<file path="config.mk">
export PLATFORM = sky130hd
export DESIGN_NAME = tdm_channel_link
export DESIGN_NICKNAME = d
export VERILOG_FILES = /design/src/rtl/tdm_link_pkg.sv /design/src/rtl/tdm_scan_ctr.sv /design/src/rtl/tdm_channel_link.sv
export SDC_FILE = /design/constraint.sdc
export NUM_CORES = 1
export LEC_CHECK = 0
export ABC_AREA = 1
export BUFFER_PORTS_ARGS = -buffer_cell sky130_fd_sc_hd__buf_2
export CAP_MARGIN = 10
export CORE_MARGIN = 2
export CORE_UTILIZATION = 43
export DETAILED_ROUTE_END_ITERATION = 10
export PLACE_DENSITY = 0.63
export SLEW_MARGIN = 5
export SYNTH_ARGS = -nofsm -noshare
export SYNTH_HDL_FRONTEND = slang
export SYNTH_SLANG_ARGS = --single-unit
</file>
<file path="constraint.sdc">
create_clock -name clk -period 1.85 [get_ports clk]
set_input_delay 0 -clock clk [delete_from_list [all_inputs] [get_ports clk]]
set_output_delay 0 -clock clk [all_outputs]
set_load 0.02 [all_outputs]
</file>
<file path="src/rtl/tdm_link_pkg.sv">
// Shared types and helpers for the time-multiplexed channel link.
package tdm_link_pkg;

  typedef enum logic [1:0] {
    IDLE   = 2'd0,
    MANUAL = 2'd1,
    SCAN   = 2'd2
  } state_t;

  localparam logic MODE_MANUAL = 1'b0;
  localparam logic MODE_SCAN   = 1'b1;

  // Width of a channel index; never narrower than one bit.
  function automatic int sel_width(input int n);
    return (n <= 2) ? 1 : $clog2(n);
  endfunction

endpackage

</file>
<file path="src/rtl/tdm_scan_ctr.sv">
// Scan sequencer: sweeps idx 0..CHANNELS-1, holding each index for DWELL cycles.
module tdm_scan_ctr #(
  parameter int CHANNELS = 8,
  parameter int DWELL    = 1,
  parameter int SELW     = 3
) (
  input  logic            clk,
  input  logic            rst_n,
  input  logic            run,
  output logic            issue,
  output logic [SELW-1:0] idx,
  output logic            frame_end
);

  localparam int CNTW = (DWELL > 1) ? $clog2(DWELL) : 1;
  localparam logic [CNTW-1:0] CNT_LAST = CNTW'(DWELL - 1);
  localparam logic [CNTW-1:0] CNT_ONE  = CNTW'(1);
  localparam logic [SELW-1:0] IDX_LAST = SELW'(CHANNELS - 1);
  localparam logic [SELW-1:0] IDX_ONE  = SELW'(1);

  logic [CNTW-1:0] cnt;
  logic            window_end;

  assign window_end = (cnt == CNT_LAST);
  assign issue      = run && (cnt == '0);
  assign frame_end  = run && window_end && (idx == IDX_LAST);

  // Dropping run parks the sequencer at channel 0 so every scan starts a fresh frame.
  always_ff @(posedge clk or negedge rst_n) begin
    if (!rst_n) begin
      idx <= '0;
      cnt <= '0;
    end else if (!run) begin
      idx <= '0;
      cnt <= '0;
    end else if (window_end) begin
      cnt <= '0;
      idx <= (idx == IDX_LAST) ? '0 : idx + IDX_ONE;
    end else begin
      cnt <= cnt + CNT_ONE;
    end
  end

endmodule

</file>
<file path="src/rtl/tdm_channel_link.sv">
// Registered channel router: picks one WIDTH-bit field (manual or scanned index)
// and writes it into the same slot of the output bus two cycles later.
module tdm_channel_link
  import tdm_link_pkg::*;
#(
  parameter int CHANNELS = 8,
  parameter int WIDTH    = 1,
  parameter int DWELL    = 1,
  parameter int HOLD     = 0,
  parameter int SELW     = sel_width(CHANNELS)
) (
  input  logic                      clk,
  input  logic                      rst_n,
  input  logic [CHANNELS*WIDTH-1:0] i_data,
  input  logic                      i_en,
  input  logic                      i_mode,
  input  logic [SELW-1:0]           i_sel,
  output logic [CHANNELS*WIDTH-1:0] o_data,
  output logic [SELW-1:0]           o_cur_sel,
  output logic                      o_valid,
  output logic                      o_frame_done,
  output state_t                    dbg_state
);

  localparam logic [SELW:0]   CH_LIMIT = (SELW + 1)'(CHANNELS);
  localparam logic [SELW-1:0] IDX_LAST = SELW'(CHANNELS - 1);

  state_t state, state_next;

  logic             scan_issue, scan_frame_end;
  logic [SELW-1:0]  scan_idx;
  logic             iss_valid, iss_last;
  logic [SELW-1:0]  iss_idx;
  logic [WIDTH-1:0] iss_field;

  logic             s1_valid, s1_last;
  logic [SELW-1:0]  s1_idx;
  logic [WIDTH-1:0] s1_field;

  logic [CHANNELS*WIDTH-1:0] data_next;

  tdm_scan_ctr #(
    .CHANNELS (CHANNELS),
    .DWELL    (DWELL),
    .SELW     (SELW)
  ) u_scan_ctr (
    .clk       (clk),
    .rst_n     (rst_n),
    .run       (state == SCAN),
    .issue     (scan_issue),
    .idx       (scan_idx),
    .frame_end (scan_frame_end)
  );

  always_ff @(posedge clk or negedge rst_n) begin
    if (!rst_n) state <= IDLE;
    else        state <= state_next;
  end

  // i_mode only matters when leaving IDLE or at the end of a complete scan frame.
  always_comb begin
    state_next = state;
    case (state)
      IDLE:    if (i_en) state_next = (i_mode == MODE_SCAN) ? SCAN : MANUAL;
      MANUAL:  if (!i_en) state_next = IDLE;
      SCAN: begin
        if (!i_en)                                        state_next = IDLE;
        else if (scan_frame_end && i_mode == MODE_MANUAL) state_next = MANUAL;
      end
      default: state_next = IDLE;
    endcase
  end

  assign dbg_state = state;

  always_comb begin
    iss_valid = 1'b0;
    iss_last  = 1'b0;
    iss_idx   = scan_idx;
    case (state)
      MANUAL: begin
        iss_valid = ({1'b0, i_sel} < CH_LIMIT);
        iss_idx   = i_sel;
      end
      SCAN: begin
        iss_valid = scan_issue;
        iss_last  = scan_issue && (scan_idx == IDX_LAST);
      end
      default: ;
    endcase
  end

  always_comb begin
    iss_field = '0;
    for (int k = 0; k < CHANNELS; k++)
      if (iss_idx == SELW'(k)) iss_field = i_data[k*WIDTH +: WIDTH];
  end

  always_ff @(posedge clk or negedge rst_n) begin
    if (!rst_n) begin
      s1_valid <= 1'b0;
      s1_last  <= 1'b0;
      s1_idx   <= '0;
      s1_field <= '0;
    end else begin
      s1_valid <= iss_valid;
      s1_last  <= iss_last;
      if (iss_valid) begin
        s1_idx   <= iss_idx;
        s1_field <= iss_field;
      end
    end
  end

  // With HOLD=0 every write starts from a cleared bus, so only the new slot is non-zero.
  always_comb begin
    data_next = (HOLD != 0) ? o_data : '0;
    for (int k = 0; k < CHANNELS; k++)
      if (s1_idx == SELW'(k)) data_next[k*WIDTH +: WIDTH] = s1_field;
  end

  always_ff @(posedge clk or negedge rst_n) begin
    if (!rst_n) begin
      o_data       <= '0;
      o_cur_sel    <= '0;
      o_valid      <= 1'b0;
      o_frame_done <= 1'b0;
    end else begin
      o_valid      <= s1_valid;
      o_frame_done <= s1_last;
      if (s1_valid) begin
        o_data    <= data_next;
        o_cur_sel <= s1_idx;
      end
    end
  end

endmodule

</file>
==> flow_metrics.tcl, run 1 <==
set metrics [dict create \
    outcome "complete, no violations" \
    p_per_area_nw_per_um2 1410 \
    die_area_um2 3020 \
    max_stage_delay_ns 0.41 \
    grt_pass1_vias 841 \
    placed_area_um2 1290 \
    rows 18 \
    worst-path-buf-inv 1 \
    synth_common_cells "nand2_1 (33), inv_1 (26), dfrtp_1 (24), nand3_1 (10), o22ai_1 (8)" \
    vias 940 \
    synth_xor_area_share_pct 0 \
    cts-resized-gates 0 \
    leakagePower_nw 0.739 \
    diodes 0 \
    timing.fmax_mhz 642 \
    path_max_fanout 6 \
    ioPinCount 30 \
    grtUsageTotal_pct 16.2 \
    endpoint_kind "flop" \
    synth_edf_count 0 \
    coreArea_um2 2480 \
    fin_tns_setup_ns 0 \
    port-buffer-count 29 \
    setup_viol 0 \
    grt_pass1_wl_um 3470 \
    fin_area_um2 1340 \
    start_kind "flop" \
    dp_hpwl_um 1590 \
    clock_latency_ns 0.31 \
    fin_total_pwr_mw 1.90 \
    fin_worst_skew_ns 0.00579 \
    slew_violations 0 \
    cts-buffers-inserted 3 \
    ys_ff_latch 24 \
    syn-cell-area_um2 1120 \
    grt_remaining_overflow 0 \
    drt-pass1-iter-count 4 \
    ant_nets 0 \
    cts.clk_slew.worst_paths_ns 0.13 \
    critical_path.most_common_cell "nand2_1" \
    cts.sinks 24 \
    path_delay_family "flip-flops" \
    wl_um 2080 \
    synth.avg_cell_area_um2 8.53 \
    worst_slew_pin_slew_ns 0.522 \
    h-tree-depth 1 \
    yosysTopAreaCell "dfrtp_1" \
    synth_top_area_share_pct 53.8 \
    grt_setup_unrepaired "no" \
    drive_above_1_share_pct 22.1 \
    synth_adder_area_share_pct 6.72 \
    area_delta_synth_final_pct 20.3 \
    post-route-drc-count 0 \
    antenna_found_initial 0 \
    yosys.area_share.simple_pct 18.6 \
    start_util_pct 45.1 \
    syn-num-nets 152 \
    finish.utilization_pct 54.2 \
    path_cells "inv_1 > ha_1 > o21ai_0 > nand3_1 > nand2_1 > nand2_1 > nand3_1 > nand2_1" \
    drt_iter0_markers 12 \
    gp_congestion 0.801 \
    ys_async_sr_fraction_pct 100 \
    synth_compound_area_share_pct 10.8 \
    final_nets 185 \
    viasPerCell 4.87 \
    grt_max_degree 25 \
    synth_top_family_by_area "simple AND/OR/NAND/NOR gates" \
    seq_area_frac_synth_pct 53.8 \
    cp.required_ns 2.07 \
    post-cts-setup-buffers 0 \
    synthMuxAreaShare_pct 0 \
    yosysMostFrequentCell "nand2_1" \
    synth_cell_types 17 \
    arrival_ns 1.78 \
    post-route-min-period_ns 1.56 \
    hp-class "in2reg" \
    cts_hold_buf 2 \
    ys.flop_type "dfrtp_1" \
    maxCapViolCount 0 \
    yosys_warnings 0 \
    synth.area.top_cells "dfrtp_1 (54%), nand2_1 (11%), inv_1 (8.7%)" \
    ir_worst_vdd_v 0.000885 \
    syn_inst 131 \
    die_w_um 55.0 \
    cts_tree "built" \
    fp.dieH_um 55.0 \
    timing.final.crit_share_pct 84.2 \
    finalHoldViolations 0 \
    crit_type "reg2reg" \
    cp_slowest_cell "dfrtp_1" \
    post_drt_wl_per_cell_um 10.8 \
    maxSlewHeadroom_pct 65.2 \
    clk_path_buf_depth 2 \
    cts-root-buf "clkbuf_4" \
]
==> cells by family (layout without fill, tap and decap cells) <==
family	Yosys count	in the layout
compound gates	21	21
buf+inv	30	62
simple gates	50	50
flops	24	24
fa+ha+maj	6	6
==> metrics by stage <==
stage | instances | hold slack [ns] | setup WS, ns
finish | 193 | 0.0112 | 0.292
detailed placement | 187 | 0.00867 | 0.322
global placement | 187 | 0.00432 | 0.412
CTS | 193 | 0.00360 | 0.288
floorplan | 131 | -0.296 | 0.331
global route | 193 | 0.0732 | 0.116
==> layout make-up <==
type / instances / area, um^2
Inverter: 27 / 101
Sequential cell: 24 / 601
Fill cell: 245 / 1130
Timing Repair Buffer: 31 / 165
Tap cell: 30 / 37.5
Clock buffer: 4 / 36.3
Multi-Input combinational cell: 77 / 403
==> power by group <==
part	internal (mW)	switching [mW]
combinational	0.289	0.522
clock	0.120	0.153
sequential	0.680	0.131
==> placed cells by master (no fill, tap or decap), drive strengths merged, types with 2 or more instances in the layout <==
cell / count
dfrtp: 24
nand3: 10
inv: 27
clkbuf: 4
dlygate4sd3: 2
a21oi: 4
ha: 6
buf: 29
nor2: 4
o21ai: 7
nand2: 35
o22ai: 8
==> final timing paths <==
path / startpoint / to / slack, ns / depth (start not counted)
max in group asynchronous: rst_n / s1_idx[0]$_DFFE_PN0P_ / 1.33 / 2
max reg2reg: dbg_state[1]$_DFFE_PN0P_ / s1_field$_DFFE_PN0P_ / 0.29 / 8
max: dbg_state[1]$_DFFE_PN0P_ / s1_field$_DFFE_PN0P_ / 0.29 / 8
min in group asynchronous: rst_n / o_data[7]$_DFFE_PN0P_ / 0.18 / 2
min reg2reg: s1_last$_DFF_PN0_ / o_frame_done$_DFF_PN0_ / 0.37 / 0
min: i_data[2] / s1_field$_DFFE_PN0P_ / 0.01 / 5
==> layer usage <==
metal	global-route usage, %	vias to the layer above	routed length (um)
li1	-	479	-
met4	7.32	0	23
met3	3.76	4	90
met1	19.5	441	913
met2	27.6	16	1050
met5	0	-	0
==> state kept, by name, summed over array words and instances (netlist names) <==
name,flops
s1_idx,3
o_valid,1
s1_valid,1
s1_last,1
s1_field,1
o_frame_done,1
o_cur_sel,3
u_scan_ctr.idx,3
o_data,8
dbg_state,2
==> worst register-to-register path, delay by kind of cell (launching register included) <==
| family | cells | cell delay [ns] |
|---|---|---|
| flip-flops | 1 | 0.41 |
| buffers and inverters | 1 | 0.09 |
| AND/OR/NAND/NOR | 5 | 0.37 |
| adder cells (fa/ha/maj) | 1 | 0.26 |
| AO/OA/AOI/OAI | 1 | 0.33 |
Note: power is estimated with default switching activity, not from simulation.
==> run 2: changes to the inputs <==
--- a/config.mk
+++ b/config.mk
@@ -11,7 +11,7 @@
 export CORE_MARGIN = 2
 export CORE_UTILIZATION = 43
 export DETAILED_ROUTE_END_ITERATION = 10
-export PLACE_DENSITY = 0.63
+export PLACE_DENSITY = 0.66
 export SLEW_MARGIN = 5
 export SYNTH_ARGS = -nofsm -noshare
 export SYNTH_HDL_FRONTEND = slang
==> constraint.sdc (replaced) <==
create_clock -name clk -period 1.4 [get_ports clk]
set_input_delay 0 -clock clk [delete_from_list [all_inputs] [get_ports clk]]
set_output_delay 0 -clock clk [all_outputs]
set_load 0.02 [all_outputs]
==> flow_metrics.tcl, run 2 (synthesis gave the netlist of run 1 again) <==
set metrics [dict create \
    grt_pass1_vias 820 \
    top_register "o_data" \
    grt_max_degree 25 \
    fin_cells 199 \
    timing.final.crit_share_pct 98.4 \
    cp-startpoint "dbg_state[1]$_DFFE_PN0P_" \
    grtUsageTotal_pct 16.5 \
    arrival_ns 1.60 \
    cp.required_ns 1.62 \
    drive_above_1_share_pct 32.0 \
    area_delta_synth_final_pct 30.3 \
    path_max_fanout 4 \
    die_w_um 55.0 \
    dp_hpwl_um 1670 \
    maxCapViolCount 0 \
    final_nets 191 \
    viasPerCell 4.71 \
    largest_reg_flops 8 \
    ant_nets 0 \
    start_kind "flop" \
    slew_violations 0 \
    dp_cells 190 \
    rr_startpoint "dbg_state[1]$_DFFE_PN0P_" \
    layout_common_cells "nand2_1 (32), buf_2 (29), inv_1 (23)" \
    leakagePower_nw 0.775 \
    endpoint_kind "flop" \
    setup_viol 0 \
    drt_iter0_markers 17 \
    ir_worst_vdd_v 0.00100 \
    grt_remaining_overflow 0 \
    final_common_cell "nand2_1" \
    drt-pass1-iter-count 4 \
    wl_um 2250 \
    vias 938 \
    hp-class "in2reg" \
    port-buffer-count 29 \
    hp-start "i_data[2]" \
    gp_congestion 0.817 \
    post_drt_wl_per_cell_um 11.3 \
    clock_latency_ns 0.31 \
    p_per_area_nw_per_um2 1890 \
    crit_type "reg2reg" \
    die_area_um2 3020 \
    fin_total_pwr_mw 2.75 \
    rows 18 \
    cts-root-buf "clkbuf_4" \
    clk_path_buf_depth 2 \
    start_util_pct 45.1 \
    fp.dieH_um 55.0 \
    cts-buffers-inserted 3 \
    holdWs_ns 0.0197 \
    worst_slew_pin_slew_ns 0.517 \
    post-route-min-period_ns 1.38 \
    grt_pass1_wl_um 3470 \
    cts.sinks 24 \
    timing.fmax_mhz 726 \
    fin_worst_skew_ns 0.0135 \
    diodes 0 \
    finalHoldViolations 0 \
    h-tree-depth 1 \
    maxSlewHeadroom_pct 65.5 \
    post-route-drc-count 0 \
    grt_setup_unrepaired "yes" \
    outcome "complete, no violations" \
    ioPinCount 30 \
    antenna_found_initial 0 \
    coreArea_um2 2480 \
    cts.clk_slew.worst_paths_ns 0.13 \
    cts_tree "built" \
]
[run 2: routing by layer]
metal,GRT usage (%),routed length [um],vias up
met5,0,0,-
met4,7.72,37,0
met3,3.49,112,4
met2,28.8,1100,25
met1,19.3,992,419
li1,-,-,490
[run 2: final cells by class]
class	count	area, um^2
Clock buffer	4	26.3
Multi-Input combinational cell	77	469
Tap cell	30	37.5
Inverter	27	106
Fill cell	232	1020
Timing Repair Buffer	37	214
Sequential cell	24	603
[run 2: path summary, 6_finish.rpt]
| kind | to | slack, ns | depth (start not counted) |
|---|---|---|---|
| max | dbg_state[1]$_DFFE_PN0P_ | 0.02 | 7 |
| min | s1_field$_DFFE_PN0P_ | 0.02 | 5 |
| max reg2reg | dbg_state[1]$_DFFE_PN0P_ | 0.02 | 7 |
| min reg2reg | o_frame_done$_DFF_PN0_ | 0.36 | 0 |
| max in group asynchronous | dbg_state[1]$_DFFE_PN0P_ | 0.85 | 2 |
| min in group asynchronous | s1_idx[0]$_DFFE_PN0P_ | 0.18 | 2 |
[run 2: repair_timing]
action,in CTS,in global routing
hold endpoints to repair,25,0
pin swaps,0,5
hold buffers,2,0
buffers inserted,0,3
gates resized for setup,3,15
endpoints found under the setup margin,1,3
[run 2: power by group]
| group | total [mW] | leakage [nW] | switching, mW | internal (mW) |
|---|---|---|---|---|
| combinational | 1.38 | 0.446 | 0.822 | 0.557 |
| clock | 0.306 | 0.0150 | 0.195 | 0.111 |
| sequential | 1.06 | 0.314 | 0.157 | 0.904 |
[run 2: critical path, stage by stage (launching register included)]
cell,delay [ns]
dfrtp_2,0.46
buf_6,0.14
ha_4,0.15
nand2_2,0.06
inv_2,0.03
nand2_1,0.04
o211ai_1,0.14
o31ai_1,0.27
[run 2: metrics by stage]
step	cell area (um^2)	util (%)	worst slack (ns)	TNS, ns
floorplan	1120	-	0.0105	0
global placement	1320	53.1	0.00179	0
detailed placement	1320	53.1	-0.0295	-0.0295
CTS	1380	55.5	0.0175	0
global route	1460	58.8	-0.0944	-0.164
finish	1460	58.8	0.0221	0
